[src/rtl/nic_host_pkg.sv]
// Shared definitions for the NIC host agent: NIC register map, status bit
// layout and the access-sequencer state type.
package nic_host_pkg;

    localparam logic [1:0] ADDR_IN_BUF   = 2'b00;
    localparam logic [1:0] ADDR_IN_STAT  = 2'b01;
    localparam logic [1:0] ADDR_OUT_BUF  = 2'b10;
    localparam logic [1:0] ADDR_OUT_STAT = 2'b11;

    localparam int STAT_FULL_BIT = 0;

    typedef enum logic [2:0] {
        IDLE,
        TX_STAT,
        TX_STAT_W,
        TX_WRITE,
        RX_STAT,
        RX_STAT_W,
        RX_READ,
        RX_READ_W
    } state_t;

    typedef enum logic {
        PATH_RX = 1'b0,
        PATH_TX = 1'b1
    } path_t;

endpackage

[src/rtl/nic_host_agent.sv]
// Host-side agent for a register-mapped NIC: polls status, moves one local
// packet out per write and one received packet in per read, fair between paths.
module nic_host_agent #(
    parameter int PACKET_WIDTH = 64,
    parameter int CNT_WIDTH    = 16
) (
    input  logic                    clk,
    input  logic                    reset,
    input  logic                    tx_valid,
    output logic                    tx_ready,
    input  logic [PACKET_WIDTH-1:0] tx_data,
    output logic                    rx_valid,
    input  logic                    rx_ready,
    output logic [PACKET_WIDTH-1:0] rx_data,
    output logic [1:0]              addr,
    output logic [PACKET_WIDTH-1:0] d_out,
    input  logic [PACKET_WIDTH-1:0] d_in,
    output logic                    nicEn,
    output logic                    nicEnWR,
    output logic [CNT_WIDTH-1:0]    tx_count,
    output logic [CNT_WIDTH-1:0]    rx_count
);
    import nic_host_pkg::*;

    state_t state;
    path_t  last_served;

    logic tx_elig;
    logic rx_elig;
    logic take_tx;
    logic stat_full;

    // RX may start while a packet is held only if the sink drains it this cycle.
    always_comb begin
        tx_elig = tx_valid;
        rx_elig = !rx_valid || rx_ready;
        take_tx = tx_elig && (!rx_elig || last_served == PATH_RX);
    end

    assign stat_full = d_in[STAT_FULL_BIT];

    // Bus outputs are registered alongside the state, so a NIC access is
    // visible in exactly the cycle the FSM sits in the access state.
    always_ff @(posedge clk or negedge reset) begin
        if (!reset) begin
            state       <= IDLE;
            last_served <= PATH_RX;
            tx_ready    <= 1'b0;
            rx_valid    <= 1'b0;
            rx_data     <= '0;
            addr        <= '0;
            d_out       <= '0;
            nicEn       <= 1'b0;
            nicEnWR     <= 1'b0;
            tx_count    <= '0;
            rx_count    <= '0;
        end else begin
            nicEn    <= 1'b0;
            nicEnWR  <= 1'b0;
            addr     <= '0;
            d_out    <= '0;
            tx_ready <= 1'b0;

            if (rx_valid && rx_ready)
                rx_valid <= 1'b0;

            case (state)
                IDLE: begin
                    if (take_tx) begin
                        state <= TX_STAT;
                        nicEn <= 1'b1;
                        addr  <= ADDR_OUT_STAT;
                    end else if (rx_elig) begin
                        state <= RX_STAT;
                        nicEn <= 1'b1;
                        addr  <= ADDR_IN_STAT;
                    end
                end
                TX_STAT:   state <= TX_STAT_W;
                TX_STAT_W: begin
                    if (stat_full) begin
                        state       <= IDLE;
                        last_served <= PATH_TX;
                    end else begin
                        state    <= TX_WRITE;
                        nicEn    <= 1'b1;
                        nicEnWR  <= 1'b1;
                        addr     <= ADDR_OUT_BUF;
                        d_out    <= tx_data;
                        tx_ready <= 1'b1;
                    end
                end
                TX_WRITE: begin
                    state       <= IDLE;
                    last_served <= PATH_TX;
                    tx_count    <= tx_count + 1'b1;
                end
                RX_STAT:   state <= RX_STAT_W;
                RX_STAT_W: begin
                    if (stat_full) begin
                        state <= RX_READ;
                        nicEn <= 1'b1;
                        addr  <= ADDR_IN_BUF;
                    end else begin
                        state       <= IDLE;
                        last_served <= PATH_RX;
                    end
                end
                RX_READ:   state <= RX_READ_W;
                RX_READ_W: begin
                    rx_data     <= d_in;
                    rx_valid    <= 1'b1;
                    rx_count    <= rx_count + 1'b1;
                    state       <= IDLE;
                    last_served <= PATH_RX;
                end
                default:   state <= IDLE;
            endcase
        end
    end

endmodule

[config.mk]
export PLATFORM = sky130hd
export DESIGN_NAME = nic_host_agent
export DESIGN_NICKNAME = d
export VERILOG_FILES = /design/src/rtl/nic_host_pkg.sv /design/src/rtl/nic_host_agent.sv
export SDC_FILE = /design/constraint.sdc
export NUM_CORES = 1
export LEC_CHECK = 0
export ABC_AREA = 1
export BUFFER_PORTS_ARGS = -buffer_cell sky130_fd_sc_hd__buf_2
export CAP_MARGIN = 25
export CORE_MARGIN = 10
export CORE_UTILIZATION = 48
export CTS_BUF_LIST = sky130_fd_sc_hd__clkbuf_8
export CTS_CLUSTER_DIAMETER = 80
export DETAILED_ROUTE_END_ITERATION = 6
export MAX_ROUTING_LAYER = met4
export PLACE_DENSITY = 0.82
export SKIP_CTS_REPAIR_TIMING = 1
export SYNTH_ARGS = -nofsm -noshare
export SYNTH_HDL_FRONTEND = slang
export SYNTH_SLANG_ARGS = --single-unit
export TNS_END_PERCENT = 30
[constraint.sdc]
create_clock -name clk -period 1.5 [get_ports clk]
set_input_delay 0.15 -clock clk [delete_from_list [all_inputs] [get_ports clk]]
set_output_delay 0.15 -clock clk [all_outputs]
set_load 0.02 [all_outputs]
Yosys cells after proc, flatten, opt, wreduce, memory -nomap -nowiden
Index checks and enable logic that the tools add are counted.

word-level totals
  register bits = 169
  latch bits = 0
  memory bits (writable) = 0
  ROM bits = 0
  input bits = 132
  logic and storage cells = 56
  memories kept = 0

operators by class
  $add $sub $neg = 2
  multiply operators = 0
  divide/modulo/power cells = 0
  order comparisons = 0
  equal/unequal tests = 10
  shift-type cells = 0
  muxes and demuxes = 22
  bitwise gates (word level) = 1
  reduce and logical (&&, ||, !) cells = 11

operators with widths
  operator                 number
  $mux W64                 2
  $add A16 B1 Y16 const B  2
  $pmux W3 S7              1
  $eq A3 B3 Y1 const B     4
  $mux W1                  10
  $mux W3                  3
  $eq A3 B2 Y1 const B     2
  $mux W2                  3
  $ne A2 B2 Y1 const B     2
  $pmux W1 S4              1
  $pmux W2 S2              1
  $reduce_bool A4 Y1       1
  $eq A3 B1 Y1 const B     1
  $logic_not A3 Y1         1
  $ne A3 B3 Y1 const B     1
  $pmux W1 S3              1
  $reduce_and A3 Y1        1
  $logic_and A1 B1 Y1      2
  $logic_not A1 Y1         2
  $logic_or A1 B1 Y1       2
  $reduce_bool A2 Y1       1
  $reduce_or A2 Y1         1
  $not A1 Y1               1

Depth between registers and ports, before layout
Gate-level depths: netlist of run 1.

  depth after elaboration = 7
  depth in mapped cells = 8

Worst setup path before layout of run 1
Ideal clock, no wire load.

  kind = register to register
  start = register tx_count[1]
  end = register tx_count[10]
  arrival time = 1.382 ns
  slack = -0.012 ns
  stages on the path, launching flop included = 8
  path buffers = 0
  period minus slack after synthesis = 1.512 ns
  path through = dfrtp_1 > ha_1 > inv_1 > nor2_1 > nand2_1 > nor2_1 > nand2_1 > xnor2_1

on the way
  word-level cells in the longest chain between the ends = 1

ends and longest elaborated chain
  item                      line                  RTL
  start: declaration        nic_host_agent.sv:20  output logic [CNT_WIDTH-1:0] tx_count,
  start signal: assignment  nic_host_agent.sv:96  tx_count <= tx_count + 1'b1;
  $add A16 B1 Y16           nic_host_agent.sv:96

No other way between the ends.
A chain may end at the register's enable or synchronous reset.

Worst setup path in the final report of run 1
  start = register state[1]
  end = register d_out[13]

on the way
  word-level cells in the longest chain between the ends = 2

ends and longest elaborated chain
  item                      line                  RTL
  start: declaration        nic_host_agent.sv:25  state_t state;
  start signal: assignment  nic_host_agent.sv:46  state <= IDLE;
  start signal: assignment  nic_host_agent.sv:70  state <= TX_STAT;
  start signal: assignment  nic_host_agent.sv:74  state <= RX_STAT;
  $eq A3 B2 Y1              nic_host_agent.sv:67  case (state)
  $mux W64                  nic_host_agent.sv:67
  end signal: assignment    nic_host_agent.sv:89  d_out <= tx_data;
  end: declaration          nic_host_agent.sv:16  output logic [PACKET_WIDTH-1:0] d_out,

No other way between the ends.

==> results_dict.tcl, run 1 <==
set metrics [dict create \
    outcome "finished clean" \
    yosysSeqAreaShare 0.651 \
    cap_violations 0 \
    clk_latency_ns 0.45 \
    ff_latch_area_um2 4230 \
    num_vias 6211 \
    critPathMaxFanout 42 \
    clkSlewWorstSetupHoldPaths_ns 0.09 \
    avgSynthCellArea_um2 9.28 \
    drc_errors 0 \
    clock_power_share 0.196 \
    grt_overflow 0 \
    power_mw 15.1 \
    fin_nets 1269 \
    p_leak_nw 5.84 \
    grt_use_total 0.199 \
    period_minus_slack_ns 1.35 \
    grt_pass1_vias 5516 \
    pwr-share-comb 0.372 \
    syn2layout_area_growth_pct 53.0 \
    fin_worst_skew_ns 0.0115 \
    dieArea_um2 18600 \
    clock_sinks 169 \
    drt_iter0_drc 410 \
    post-place-ws_ns 0.0451 \
    wl_per_cell_um 17.3 \
    hold_viol 0 \
    grt_pass1_wl_mm 27.9 \
    ant_nets 0 \
    grt_start_max_net_pins 66 \
    multi_input_area_um2 1830 \
    fin_cells 1329 \
    critPathLaunchType "register" \
    finalWirelength_mm 23.0 \
    crit_arrival_ns 1.71 \
    die_h_um 136 \
    initial_core_util 0.490 \
    p_int_mw 9.11 \
    synth-seq-cells 169 \
    p_switching_mw 6.00 \
    rows 42 \
    drv_slew 0 \
    cp-end-kind "register" \
    chipWidth_um 136 \
    finalCritPeriodShare 0.898 \
    clockBufferDepth 2 \
    finalSetupViolations 0 \
    utilization 0.750 \
    layout-drive-gt1-share 0.308 \
    tns_ns 0 \
    power_density_nw_per_um2 1520 \
    postSynthNetCount 834 \
    port_buffers 297 \
    hpwl_mm 14.5 \
    pin_count 298 \
    synthCells 700 \
    place.gp.congestion 0.858 \
    tightest_slew_ns 0.426 \
    cts_tree "done" \
    max_slew_margin 0.716 \
    firstDrtPassIters 5 \
    cts_htree_levels 4 \
    required_ns 1.86 \
    antenna_found_initial 6 \
    criticalPathCategory "register to register" \
    root_buffer "clkbuf_8" \
    hold_class "input pin to register" \
    final.setup.worst_slack_ns 0.153 \
    rsz0062_at_grt "no" \
    hold_depth 3 \
    p_seq_frac 0.432 \
    ir_worst_vdd_mv 1.19 \
    numCtsBuffers 17 \
    reg2reg_depth 5 \
    netSwitchingFraction 0.397 \
    place_inst 1164 \
    viasPerCell 4.67 \
    syn_area_um2 6490 \
    ys_types 22 \
    fillCellCount 846 \
    yosys_warnings 0 \
    core_um2 13200 \
    max_freq_ghz 0.743 \
]
-- cells in the final DEF, fill, tap and decap left out, drive strengths merged --
cell type	Yosys	final
a21boi	1	1
o21ai	3	3
clkinv	0	4
nor2	99	99
nand2	266	266
ha	2	2
or2	1	1
bufinv	0	1
buf	14	311
dlygate4sd3	0	128
xor2	12	12
dfrtp	169	169
inv	87	91
nand3	13	13
clkbuf	9	20
o211ai	2	2
xnor2	10	10
nand3b	3	3
diode	0	6
nand4	6	6
nor3	3	3
clkinvlp	0	2
-- stage by stage --
stage               area [um^2]  hold slack, ns
finish                     9940          0.0294
global route               9940          0.0381
CTS                        8630          -0.388
detailed placement         8270           0.104
global placement           8270           0.105
floorplan                  6490          -0.146
-- routing by layer --
| metal | track usage | vias to the layer above | routed length (um) |
|---|---|---|---|
| met2 | 0.326 | 269 | 12000 |
| met1 | 0.209 | 2952 | 8270 |
| li1 | - | 2938 | - |
| met4 | 0.0669 | 0 | 658 |
| met3 | 0.0934 | 52 | 2090 |
| met5 | - | - | 0 |
-- critical path, cell delays in order (launching register included) --
cell and delay, ns:
dfrtp_1 0.44, inv_2 0.11, nor3_2 0.13, nand2_2 0.16
buf_12 0.22, nor2_1 0.19
-- sequential cells by signal (all words and copies together), names as in the netlist --
name         flops
addr             2
d_out           64
last_served      1
nicEn            1
nicEnWR          1
rx_count        16
rx_data         64
rx_valid         1
state            3
tx_count        16
-- cells in the mapped netlist --
cell type	instances	area, um^2
buf_4	8	60.1
xnor2_1	10	87.6
nand3_1	12	60.1
or2_2	1	6.26
o21ai_0	3	15.0
xor2_1	12	105
nor2_4	2	22.5
nor2_2	4	25.0
nand4_1	6	37.5
a21boi_0	1	7.51
nand3b_1	3	22.5
inv_1	87	327
nor3_1	2	10.0
nor2_1	93	349
dfrtp_1	169	4230
nor3_2	1	10.0
nand2_1	266	998
clkbuf_1	9	33.8
nand3_4	1	17.5
buf_2	6	30.0
ha_1	2	25.0
o211ai_1	2	15.0
-- kinds of logic (layout without fill, tap and decap cells) --
family          Yosys count  count (layout)  synth area share
simple gates            391             391             0.240
flops                   169             169             0.651
buf+inv                 110             557            0.0694
xor+xnor                 22              22            0.0297
compound gates            6               6           0.00578
fa+ha+maj                 2               2           0.00385
other cells               0               6                 0
-- layout make-up --
type / count / share of cell area
Sequential cell: 169 / 0.426
Multi-Input combinational cell: 421 / 0.184
Timing Repair Buffer: 439 / 0.297
Clock inverter: 11 / 0.00844
Antenna cell: 6 / 0.00151
Inverter: 87 / 0.0329
Tap cell: 176 / 0.0222
Clock buffer: 20 / 0.0277
-- power groups by stage --
stage	clock, mW	sequential [mW]	combinational (mW)
after floorplan	0	7.96	1.65
after global placement	0	6.48	5.16
after detailed placement	0	6.52	5.28
after CTS	2.99	6.45	5.30
after global routing	3.22	6.65	6.10
final	2.96	6.53	5.63
-- path summary, 6_finish.rpt --
kind / slack (ns) / startpoint / end
max: 0.15 / state[1] / d_out[13]
min: 0.03 / d_in[0] / rx_data[0]
max reg2reg: 0.15 / state[1] / d_out[13]
min reg2reg: 0.48 / rx_data[25] / rx_data[25]
max in group asynchronous: 0.73 / reset / d_out[59]
min in group asynchronous: 0.21 / reset / rx_data[16]
(Power assumes the default switching activity.)
==> inputs of run 2 (changes only) <==
- ABC_AREA: 1 -> 0
- SKIP_LAST_GASP: unset -> 1
==> results_dict.tcl, run 2 <==
set metrics [dict create \
    cap_violations 0 \
    postSynthNetCount 700 \
    period_minus_slack_ns 1.52 \
    violations "negative setup slack" \
    hpwl_mm 14.0 \
    fin_cells 1207 \
    layout-drive-gt1-share 0.369 \
    finalSetupViolations 1 \
    fillCellCount 737 \
    place_inst 1039 \
    syn2layout_area_growth_pct 59.4 \
    syn_area_um2 6250 \
    drv_slew 0 \
    synthCells 566 \
    ant_nets 0 \
    synth-seq-cells 169 \
    synthSimpleGateAreaFrac 0.243 \
    place.gp.congestion 0.821 \
    muxShareOfSynthArea 0.00180 \
    drc_errors 0 \
    utilization 0.786 \
    core_um2 12700 \
    yosys_most_used_dff "dfrtp_1" \
    synth.area.top_cells "dfrtp_1 (68%), nand2_1 (12%), and2_1 (6.4%)" \
    grt_pass1_vias 5321 \
    ys_top_cells_by_count "nand2_1 (208), dfrtp_1 (169), and2_1 (64)" \
    cp-end-kind "register" \
    dieArea_um2 18000 \
    clkSlewWorstSetupHoldPaths_ns 0.08 \
    chipWidth_um 134 \
    critPathLaunchType "register" \
    clockBufferDepth 2 \
    hold_viol 0 \
    cts_htree_levels 4 \
    crit_arrival_ns 1.86 \
    synth_edf_count 0 \
    yosys_warnings 0 \
    port_buffers 297 \
    yosysSeqAreaShare 0.677 \
    criticalPathCategory "register to register" \
    synth_fa_ha_area_frac 0.00400 \
    slowest_stage "dfrtp_1" \
    final_common_cell "buf_2" \
    max_freq_ghz 0.656 \
    firstDrtPassIters 4 \
    fin_nets 1153 \
    avgSynthCellArea_um2 11.0 \
    netlist.area_leader.share 0.677 \
    initial_core_util 0.493 \
    synth_xor_xnor_area_share 0.0420 \
    yosysMostFrequentCell "nand2_1" \
    required_ns 1.84 \
    outcome "finished with violations" \
    cpMostUsedCell "buf_4" \
    cts_tree "done" \
    rows 41 \
    rsz0062_at_grt "yes" \
    ff_latch_area_um2 4230 \
    viasPerCell 4.87 \
    numCtsBuffers 17 \
    grt_overflow 0 \
    critPathMaxFanout 33 \
    fin_hold_ws_ns 0.0558 \
    post-place-ws_ns 0.0233 \
    tightest_slew_ns 0.365 \
    final.setup.worst_slack_ns -0.0233 \
    fin_worst_skew_ns 0.0131 \
    num_vias 5873 \
    crit_path_max_incr_delay_ns 0.48 \
    grt_use_total 0.204 \
    p_leak_nw 5.59 \
    top_regs "d_out x64, rx_data x64" \
    max_slew_margin 0.757 \
    finalWirelength_mm 22.6 \
    synth_top_family_by_area "simple AND/OR/NAND/NOR gates" \
    path_cells "buf_4 > nor4b_4 > buf_4 > buf_6 > or3_1" \
    wl_per_cell_um 18.7 \
    ys_async_sr_fraction 1.00 \
    clk_latency_ns 0.46 \
    drt_iter0_drc 272 \
    synth_compound_area_frac 0.0104 \
    yosys.area.top_type "dfrtp_1" \
    ir_worst_vdd_mv 1.13 \
    power_mw 15.7 \
    multi_input_area_um2 1950 \
    finalCritPeriodShare 1.02 \
    die_h_um 134 \
    antenna_found_initial 3 \
    grt_start_max_net_pins 68 \
    hold_class "input pin to register" \
    clock_sinks 169 \
    ys_types 35 \
    pin_count 298 \
    power_density_nw_per_um2 1570 \
    root_buffer "clkbuf_8" \
    grt_pass1_wl_mm 28.0 \
    final_cell_mix "buf_2 (296), nand2_1 (208), dfrtp_1 (165), dlygate4sd3_1 (129), and2_1 (64)" \
]
## run 2: final timing paths
| kind | start | endpoint | slack [ns] | depth (start not counted) |
|---|---|---|---|---|
| worst max register to register | state[0] | nicEn | -0.02 | 5 |
| min in group asynchronous | reset | d_out[8] | 0.16 | 2 |
| worst min register to register | tx_count[15] | tx_count[15] | 0.46 | 1 |
| worst max-delay path | state[0] | nicEn | -0.02 | 5 |
| max in group asynchronous | reset | d_out[19] | 0.70 | 3 |
| worst min-delay path | rx_ready | rx_valid | 0.06 | 3 |
## run 2: stage by stage
step	TNS (ns)	area [um^2]
2_1_floorplan	-0.0383	6250
3_3_place_gp	0	8150
3_5_place_dp	0	8150
4_1_cts	-0.00762	8560
5_1_grt	-1.71	9960
6_report	-0.0233	9960
## run 2: logic make-up after synthesis
kind of cell               count (synthesis)
xor gates and xnor gates                  30
muxes                                      1
buffers and inverters                     30
adders and majority gates                  2
and+or+nand+nor                          323
DFF                                      169
AOI/OAI and AO/OA                         11
## run 2: critical path: cells and delay by family, from the launching register on
kind          cells  cell delay [ns]
simple gates      2             0.41
buf+inv           3             0.51
flops             1             0.48
## run 2: power by group
part           internal (mW)  leakage [nW]  switching [mW]
registers               5.78          2.21           0.700
logic                   2.14          3.16            3.73
clock network           1.73         0.218            1.61
## run 2: final cells by class
type | count | share of cell area
diodes | 3 | 0.000753
well taps | 172 | 0.0216
repair buffers | 460 | 0.314
clock inverters | 9 | 0.00967
clock buffers | 23 | 0.0318
multi-input cells | 367 | 0.196
flip-flops and latches | 169 | 0.425
inverters | 4 | 0.00151
## run 2: routing by layer
metal	wire length [um]	vias to the layer above	track usage
met5	0	-	-
met4	797	0	0.0701
met3	1860	52	0.0818
met2	11800	274	0.339
met1	8180	2871	0.218
li1	-	2676	-
==> inputs of run 3 (changes only) <==
- BUFFER_PORTS_ARGS: -buffer_cell sky130_fd_sc_hd__buf_2 -> unset
- CORE_UTILIZATION: 48 -> 65
- CTS_CLUSTER_SIZE: unset -> 10
- DONT_BUFFER_PORTS: unset -> 1
- PLACE_DENSITY: 0.82 -> 0.81
==> results_dict.tcl, run 3 (same netlist as run 2, synthesis figures left out) <==
set metrics [dict create \
    outcome "finished with violations" \
    violations "negative hold slack, negative setup slack" \
    fillCellCount 351 \
    grt_overflow 0 \
    die_h_um 118 \
    ir_worst_vdd_mv 1.39 \
    ant_nets 0 \
    pin_count 298 \
    crit_path_max_incr_delay_ns 0.46 \
    drt_iter0_drc 482 \
    rows 35 \
    r2r_start "state[1]" \
    path_cells "buf_4 > and3_2 > buf_12 > nand2_1 > nand2_1" \
    tightest_slew_ns 0.406 \
    path_buf_inv 2 \
    firstDrtPassIters 6 \
    num_vias 4915 \
    top_regs "d_out x64, rx_data x64" \
    viasPerCell 5.62 \
    fin_worst_skew_ns 0.0134 \
    crit_arrival_ns 1.89 \
    max_freq_ghz 0.660 \
    grt_pass1_vias 4284 \
    max_slew_margin 0.730 \
    syn2layout_area_growth_pct 34.9 \
    chipWidth_um 118 \
    clockBufferDepth 2 \
    finalSetupViolations 3 \
    grt_start_max_net_pins 170 \
    power_density_nw_per_um2 1780 \
    rsz0062_at_grt "yes" \
    hpwl_mm 12.1 \
    reg2reg_depth 5 \
    layout-drive-gt1-share 0.116 \
    fin_hold_ws_ns -0.603 \
    slowest_stage "dfrtp_1" \
    hold_viol 169 \
    criticalPathCategory "register to register" \
    clk_latency_ns 0.44 \
    clkSlewWorstSetupHoldPaths_ns 0.10 \
    antenna_found_initial 4 \
    worstReg2RegEnd "rx_data[51]" \
    critPathLaunchType "register" \
    required_ns 1.87 \
    dieArea_um2 13900 \
    period_minus_slack_ns 1.51 \
    fin_nets 862 \
    numCtsBuffers 17 \
    drc_errors 0 \
    finalCritPeriodShare 1.01 \
    grt_use_total 0.233 \
    final_cell_mix "nand2_1 (208), dfrtp_1 (166), dlygate4sd3_1 (128), and2_1 (64), buf_4 (34)" \
    final_common_cell "nand2_1" \
    place_area_um2 6590 \
    wl_per_cell_um 24.8 \
    port_buffers 0 \
    p_leak_nw 4.28 \
    grt_pass1_wl_mm 24.5 \
    postLayoutCellArea_um2 8430 \
    clock_sinks 169 \
    cap_violations 0 \
    root_buffer "clkbuf_8" \
    finalWirelength_mm 21.6 \
    cpMostUsedCell "nand2_1" \
    critPathMaxFanout 64 \
    drv_slew 0 \
    initial_core_util 0.673 \
    power_mw 15.0 \
    final.setup.worst_slack_ns -0.0142 \
    cts_tree "done" \
    cp-end-kind "register" \
    cts_htree_levels 4 \
    critical-path-top-delay-family "simple AND/OR/NAND/NOR gates" \
    hold_class "input pin to asynchronous set/reset pin" \
    place.gp.congestion 0.857 \
    r2r_slack_ns -0.01 \
    core_um2 9280 \
]
run 3: cell count changes in the layout (fill, tap and decap cells not counted), moves of 2 or more:
cell	change
inv_8	+2
clkbuf_8	-6
nor2_4	-2
buf_4	+8
clkinv_8	+3
inv_1	-3
clkinv_2	-2
ha_1	+2
buf_2	-296
clkinvlp_4	-2
inv_6	+7
nor2_1	+2
buf_12	-3
run 3: where the power goes:
group	internal, mW	total, mW	leakage [nW]	switching, mW
registers	5.76	8.30	2.21	2.54
logic	1.28	3.04	1.84	1.76
clock network	1.75	3.66	0.229	1.90
run 3: how the worst max path moves through the flow:
stage | from | endpoint | slack [ns] | cells past startpoint
floorplan | tx_count[0] | tx_count[14] | -0.02 | 5
global route | tx_count[0] | tx_count[12] | -0.12 | 5
detailed placement | state[0] | d_out[25] | 0.02 | 4
CTS | state[0] | state[2] | 0.0004 | 3
finish | state[1] | rx_data[51] | -0.01 | 5
global placement | state[0] | addr[1] | 0.09 | 5
run 3: area by class of cell:
| class | count | area, um^2 | area share |
|---|---|---|---|
| flip-flops and latches | 169 | 4230 | 0.502 |
| multi-input cells | 367 | 1900 | 0.226 |
| repair buffers | 169 | 1650 | 0.196 |
| clock buffers | 17 | 234 | 0.0278 |
| clock inverters | 15 | 223 | 0.0264 |
| well taps | 129 | 161 | 0.0192 |
| inverters | 4 | 15.0 | 0.00178 |
| diodes | 4 | 10.0 | 0.00119 |
run 3: routing by layer:
layer / wire length [um] / share of wire / vias up / GRT usage
li1: - / - / 2100 / -
met1: 7130 / 0.33 / 2411 / 0.233
met2: 11600 / 0.54 / 335 / 0.398
met3: 2160 / 0.10 / 69 / 0.103
met4: 763 / 0.035 / 0 / 0.0757
met5: 0 / 0 / - / -
run 3: metrics by stage:
step	util	setup TNS (ns)	hold slack (ns)	instances	worst slack [ns]
after floorplan	-	-0.0383	-0.146	566	-0.0193
after global placement	0.710	0	-0.141	703	0.0867
after detailed placement	0.710	0	-0.141	703	0.0231
after CTS	0.759	0	-0.625	735	0.000421
after global routing	0.908	-1.98	-0.635	874	-0.115
final	0.908	-0.0321	-0.603	874	-0.0142
